==> src/rtl/ram_arbiter.sv <==
// Single-port RAM arbiter: program loader > screen scanner > 6502 core.
// Also sequences the CPU reset, counting only cycles in which the CPU owns the RAM.
module ram_arbiter #(
    parameter int unsigned RESET_CYCLES  = 8,
    parameter int unsigned VID_MAX_BURST = 4
) (
    input  logic        clk_ram,
    input  logic        reset,
    input  logic        prog_ask,
    input  logic [15:0] prog_addr,
    input  logic [7:0]  prog_wdata,
    input  logic        prog_we,
    input  logic        prog_end,
    input  logic        vid_req,
    input  logic [15:0] vid_addr,
    output logic        vid_ack,
    output logic        vid_rvalid,
    output logic [7:0]  vid_rdata,
    input  logic [15:0] cpu_addr,
    input  logic [7:0]  cpu_wdata,
    input  logic        cpu_we,
    output logic        cpu_rdy,
    output logic        cpu_reset,
    output logic [15:0] ram_addr,
    output logic [7:0]  ram_wdata,
    output logic        ram_we,
    input  logic [7:0]  ram_rdata
);

    localparam int unsigned CNT_W   = $clog2(RESET_CYCLES + 1);
    localparam int unsigned BURST_W = $clog2(VID_MAX_BURST + 1);

    typedef enum logic [1:0] {
        RUN  = 2'd0,
        PROG = 2'd1,
        RST  = 2'd2
    } state_t;

    state_t             state_q, state_d;
    logic [CNT_W-1:0]   rst_cnt_q, rst_cnt_d;
    logic [BURST_W-1:0] burst_q, burst_d;
    logic               ack_d1;
    logic               grant_vid;
    logic               cpu_reset_d;
    logic               cpu_rdy_d;
    logic               vid_ack_d;
    logic [15:0]        ram_addr_d;
    logic [7:0]         ram_wdata_d;
    logic               ram_we_d;

    // Register stage: every output and all arbitration state.
    always_ff @(posedge clk_ram) begin
        if (reset) begin
            state_q    <= RUN;
            rst_cnt_q  <= CNT_W'(RESET_CYCLES);
            burst_q    <= '0;
            cpu_reset  <= 1'b1;
            cpu_rdy    <= 1'b0;
            vid_ack    <= 1'b0;
            ack_d1     <= 1'b0;
            vid_rvalid <= 1'b0;
            vid_rdata  <= 8'h00;
            ram_addr   <= 16'h0000;
            ram_wdata  <= 8'h00;
            ram_we     <= 1'b0;
        end else begin
            state_q    <= state_d;
            rst_cnt_q  <= rst_cnt_d;
            burst_q    <= burst_d;
            cpu_reset  <= cpu_reset_d;
            cpu_rdy    <= cpu_rdy_d;
            vid_ack    <= vid_ack_d;
            ack_d1     <= vid_ack;
            vid_rvalid <= ack_d1;
            if (ack_d1) begin
                vid_rdata <= ram_rdata;
            end
            ram_addr   <= ram_addr_d;
            ram_wdata  <= ram_wdata_d;
            ram_we     <= ram_we_d;
        end
    end

    // Next-state and grant decision; the power-up sequence is RUN with cpu_reset still high.
    always_comb begin
        state_d     = state_q;
        rst_cnt_d   = rst_cnt_q;
        burst_d     = burst_q;
        cpu_reset_d = cpu_reset;
        cpu_rdy_d   = 1'b0;
        vid_ack_d   = 1'b0;
        ram_addr_d  = ram_addr;
        ram_wdata_d = ram_wdata;
        ram_we_d    = 1'b0;
        grant_vid   = vid_req && (burst_q < BURST_W'(VID_MAX_BURST));

        case (state_q)
            PROG: begin
                ram_addr_d  = prog_addr;
                ram_wdata_d = prog_wdata;
                ram_we_d    = prog_we;
                burst_d     = '0;
                if (prog_end) begin
                    state_d     = RST;
                    rst_cnt_d   = CNT_W'(RESET_CYCLES);
                    cpu_reset_d = 1'b1;
                end else if (!prog_ask) begin
                    state_d = RUN;
                end
            end
            default: begin
                if (prog_ask) begin
                    state_d     = PROG;
                    ram_addr_d  = prog_addr;
                    ram_wdata_d = prog_wdata;
                    ram_we_d    = prog_we;
                    burst_d     = '0;
                end else begin
                    if (grant_vid) begin
                        vid_ack_d  = 1'b1;
                        ram_addr_d = vid_addr;
                        burst_d    = burst_q + BURST_W'(1);
                    end else begin
                        cpu_rdy_d   = 1'b1;
                        ram_addr_d  = cpu_addr;
                        ram_wdata_d = cpu_wdata;
                        ram_we_d    = cpu_we && !cpu_reset;
                        burst_d     = '0;
                    end
                    // Reset length counts CPU-owned cycles only; release one cycle after reaching 0.
                    if (cpu_reset) begin
                        if (rst_cnt_q == '0) begin
                            cpu_reset_d = 1'b0;
                            state_d     = RUN;
                        end else if (!grant_vid) begin
                            rst_cnt_d = rst_cnt_q - CNT_W'(1);
                        end
                    end
                end
            end
        endcase
    end

endmodule
==> config.mk <==
export PLATFORM = sky130hd
export DESIGN_NAME = ram_arbiter
export DESIGN_NICKNAME = d
export VERILOG_FILES = /design/src/rtl/ram_arbiter.sv
export SDC_FILE = /design/constraint.sdc
export NUM_CORES = 1
export LEC_CHECK = 0
export CAP_MARGIN = 25
export CORE_ASPECT_RATIO = 0.8
export CORE_UTILIZATION = 38
export CTS_BUF_LIST = sky130_fd_sc_hd__clkbuf_4 sky130_fd_sc_hd__clkbuf_8
export DETAILED_ROUTE_END_ITERATION = 10
export GPL_TIMING_DRIVEN = 0
export HOLD_SLACK_MARGIN = 0.02
export PLACE_DENSITY = 0.85
export RECOVER_POWER = 100
export SLEW_MARGIN = 20
export SYNTH_ARGS = -nofsm -noshare
export SYNTH_HDL_FRONTEND = slang
export SYNTH_SLANG_ARGS = --single-unit
==> constraint.sdc <==
create_clock -name clk_ram -period 2 [get_ports clk_ram]
set_input_delay 0.5 -clock clk_ram [delete_from_list [all_inputs] [get_ports clk_ram]]
set_output_delay 0.5 -clock clk_ram [all_outputs]
set_load 0.03 [all_outputs]
Word level (Yosys, flattened, before mapping) --
Index checks and enable logic that the tools add are counted.
Word-level totals: flip-flop bits (word level) 47, output and inout bits 37
Operators by class: $add $sub $neg 2, eq/ne operators 7, mux-type cells 28, bitwise operators 1, order comparisons 1, reduce and logical (&&, ||, !) cells 12
Operators with widths (number):
- 16-bit 2-to-1 mux | 3
- 4-bit 2-to-1 mux | 6
- 8-bit 2-to-1 mux | 3
- 2-bit 2-to-1 mux | 6
- 1-bit 2-to-1 mux | 10
- 2-bit by 1-bit inequality test with 1-bit output (second input constant) | 3
- 3-bit nonzero test | 2
- 5-bit AND reduction | 1
- 4-bit logical NOT | 1
- 4-bit OR reduction | 1
- 4-bit by 1-bit subtractor with 4-bit output (second input constant) | 1
- 3-bit by 1-bit adder with 3-bit output (second input constant) | 1
- 3-bit < comparator (second input constant) | 1
- 3-bit by 2-bit inequality test with 1-bit output (second input constant) | 1
- 3-bit inequality test (second input constant) | 1
- 3-bit AND reduction | 1
- 3-bit OR reduction | 1
- 2-bit by 1-bit equality test with 1-bit output (second input constant) | 1
- 1-bit logical AND | 2
- 2-bit inequality test (second input constant) | 1
- 2-bit AND reduction | 1
- 2-bit nonzero test | 1
- 1-bit logical NOT | 1
- 1-bit inverter | 1

Longest topological paths before layout --
word-level depth 7, mapped depth 6, mapped depth without buffers 6

Worst setup path before layout --
OpenSTA, ideal clock, no wires.
path kind reg-to-reg, start register rst_cnt_q[0], end register rst_cnt_q[3], path buffers 0, slack 0.283 ns, required time 1.868 ns, cell stages (with the launch flop) 7, arrival 1.585 ns, cell sequence dfxtp_1 > inv_1 > ha_1 > or3b_1 > and3_1 > a2111oi_0 > o31ai_1
On the way: longest elaborated chain between the ends 6, elaborated cells on any way between the ends 9, classes of those cells add/sub (1); eq/ne (1); mux (5); reduce/logical (2)
Ends and longest elaborated chain:
- start, declared | line 40 | logic [CNT_W-1:0] rst_cnt_q, rst_cnt_d;
- start signal, assigned | line 55 | rst_cnt_q <= CNT_W'(RESET_CYCLES);
- start signal, assigned | line 68 | rst_cnt_q <= rst_cnt_d;
- 4-bit by 1-bit subtractor with 4-bit output | line 136 | rst_cnt_d = rst_cnt_q - CNT_W'(1);
- 4-bit 2-to-1 mux | line 135 | end else if (!grant_vid) begin
- 4-bit 2-to-1 mux | line 132 | if (rst_cnt_q == '0) begin
- 4-bit 2-to-1 mux | line 131 | if (cpu_reset) begin
- 4-bit 2-to-1 mux | line 112 | if (prog_ask) begin
- 4-bit 2-to-1 mux | line 97 | case (state_q)
Parallel ways exist; a longest one is shown, timed or not. The select of a mux whose other input is x is not followed. A chain may end at the register's enable or synchronous reset.

Final worst setup path --
start register cpu_reset, end output port cpu_reset
RTL lines:
- start, declared | line 23 | output logic cpu_reset,
- start signal, assigned | line 70 | cpu_reset <= cpu_reset_d;
No word-level cell between the ends.

==> metrics.cfg <==
[worst_setup_path]
slowest_delay_ns=0.70
arrival_ns=1.42
path_class=flop to primary output
cp_cell_sequence=clkdlybuf4s50_1
cpMaxStageDelayCell=clkdlybuf4s50_1
start_kind=flop
crit_buf_inv=1
critical_path.max_fanout=6
cpLargestDelayFamily=buffers and inverters
endpoint_kind=primary output
critical_path_required_ns=1.50

[route]
drt-pass1-iter-count=4
drc=0
vias_per_cell=4.99
wire_per_inst_um=14.4
drt_wl_total_um=5500
ant_nets=0
vias=1907
drt-initial-drc-count=70

[floorplanning]
die_y_um=66
initial_utilization=0.409
rows=22
pin_count=116
core_mm2=0.00476
die_area_mm2=0.00541
dieWidth_um=82

[timing]
final_max_slew_viol_count=0
min_period_ns=1.92
rsz0062_at_grt=false
finalSetupViolCount=0
fmax_ghz=0.520
timing.final.crit_share=0.962
hold_viol=0
slew_headroom=0.607
tightest_slew_ns=0.589
finClkSkew_ns=0.00491

[final_layout]
final_cell_area_mm2=0.00329
multi_input_area_um2=928
nFillCells=379
fin_cells=382
register_area_um2=941
drive_gt1_frac=0.0466
nNetsFinal=403
syn_to_final_growth_pct=69.3
n_antenna_cell=0

[logic_synthesis]
syn_area_mm2=0.00195
async_flop_share=0
synth-xor-area-share=0
post-synth-top-area-cell=dfxtp_1
synth_most_common_cell=dfxtp_1
yosysSeqAreaShare=0.484
postSynthCellCount=199
yosys_warnings=0
synth_top_area_frac=0.484
ys.flop_type=dfxtp_1
synthTopCellsByArea=dfxtp_1 (48%), mux2i_1 (16%), a211oi_1 (9.3%)
synth_fa_ha_area_frac=0.0193
synth_top_family_by_area=multiplexers
synth_mux_area_frac=0.165
synth_edf_count=0
ys_types=34
synth-compound-area-share=0.141
avgSynthCellArea_um2=9.78
postSynthRegisterBits=47
syn-num-nets=281
yosys.area_share.simple=0.150
synthTopCellsByCount=dfxtp_1 (47), nor2_1 (37), mux2i_1 (32)

[global_route]
grt_pass1_wl_um=8640
antenna_found_initial=0
grtUsageTotal=0.210
grt_max_degree=15
grt_pass1_vias=1884
grt_overflow=0

[cts]
cts.sinks=47
holdBufCountCts=0
cts-root-buf=clkbuf_8
clk_latency_ns=0.29
clk_path_buf_depth=2
cts_tree=done
post_cts_buffers=0
cts_max_level=2
clkTransAtPathRegs_ns=0.09
cts_made_buffers=5

[power_and_ir_drop]
p_comb_frac=0.244
switchingPower_mw=0.614
p_clk_frac=0.309
total_power_mw=2.31
swShare=0.266
power_density_mw_per_mm2=700
leakagePower_nw=1.36
seq_power_share=0.447
internal_power_mw=1.69
ir_worst_vdd_v=0.000480

[place]
dp_cells=374
place_hpwl_um=4310
place_area_mm2=0.00317
routabilityCongestion=0.764
portBuffers=115

[outcome]
outcome=complete, no violations

[run]
max_cap_violations=0

[worst_hold_path]
holdCritPathClass=flop to flop

-- repair_timing --
item / in CTS / in global routing
setup endpoints to repair: 1 / 17
pin swaps: 0 / 0
gates resized for setup: 1 / 1
-- kinds of logic after synthesis --
logic type,count (synthesis)
buf+inv,18
compound gates,38
mux,32
fa+ha+maj,3
flops,47
simple gates,61
-- registers in the layout, summed over array words and instances (netlist names), 2 cells and up --
name       count
burst_q        3
ram_addr      16
rst_cnt_q      4
ram_wdata      8
state_q        2
vid_rdata      8
-- path summary, 6_finish.rpt --
path / startpoint / end / slack, ns / cells past startpoint
max: cpu_reset$_SDFFE_PP1P_ / cpu_reset / 0.08 / 1
min: burst_q[0]$_SDFF_PP0_ / burst_q[0]$_SDFF_PP0_ / 0.44 / 1
max reg2reg: rst_cnt_q[0]$_SDFFE_PP0P_ / rst_cnt_q[3]$_SDFFE_PP1P_ / 0.11 / 6
min reg2reg: burst_q[0]$_SDFF_PP0_ / burst_q[0]$_SDFF_PP0_ / 0.44 / 1
-- worst register-to-register path, cell delays in order, from the launching register on --
cell and delay [ns]:
dfxtp_1 0.33, inv_1 0.10, ha_1 0.18, or3b_1 0.39, and3_1 0.22, a2111oi_0 0.40
o31ai_1 0.14
-- per-layer routing --
| metal | share of wire | GRT usage | routed length, µm |
|---|---|---|---|
| met3 | 0.073 | 0.0497 | 400 |
| met4 | 0.0087 | 0.0461 | 48 |
| met5 | 0 | 0 | 0 |
| met2 | 0.48 | 0.370 | 2620 |
| met1 | 0.44 | 0.256 | 2430 |
-- layout by cell type, fill, tap and decap left out, types with 2 or more instances in the layout --
cell / count
clkdlybuf4s50_1: 78
dfxtp_1: 47
dlygate4sd3_1: 37
nor2_1: 36
mux2i_1: 32
a211oi_1: 24
clkbuf_1: 10
a21oi_1: 6
clkbuf_8: 6
inv_1: 3
nor3_1: 3
buf_2: 3
nand3_1: 3
ha_1: 3
and3_1: 2
and2_0: 2
nor2b_1: 2
nand2_1: 2
o211ai_1: 2
-- layout make-up --
type	instances	area share
timing repair buffer	115	0.350
buffer	15	0.0209
sequential	47	0.286
clock buffer	6	0.0251
multi-input combinational	134	0.282
clock inverter	2	0.0106
tap	60	0.0228
inverter	3	0.00342
-- stage by stage --
step            util  setup slack (ns)  hold slack, ns  setup TNS (ns)
2_1_floorplan      -             0.283           0.405               0
3_3_place_gp   0.666            -0.246           0.424           -5.56
3_5_place_dp   0.666            -0.324           0.429           -5.92
4_1_cts        0.691            0.0651           0.439               0
5_1_grt        0.692           0.00377           0.462               0
6_report       0.692            0.0763           0.437               0
-- power groups by stage --
stage	clock, mW	sequential (mW)	combinational, mW
finish	0.712	1.03	0.563
global route	0.789	1.04	0.607
CTS	0.725	1.03	0.583
detailed placement	0	1.05	0.580
global placement	0	1.05	0.569
floorplan	0	1.14	0.189
Note: power is estimated with default switching activity, not from simulation.
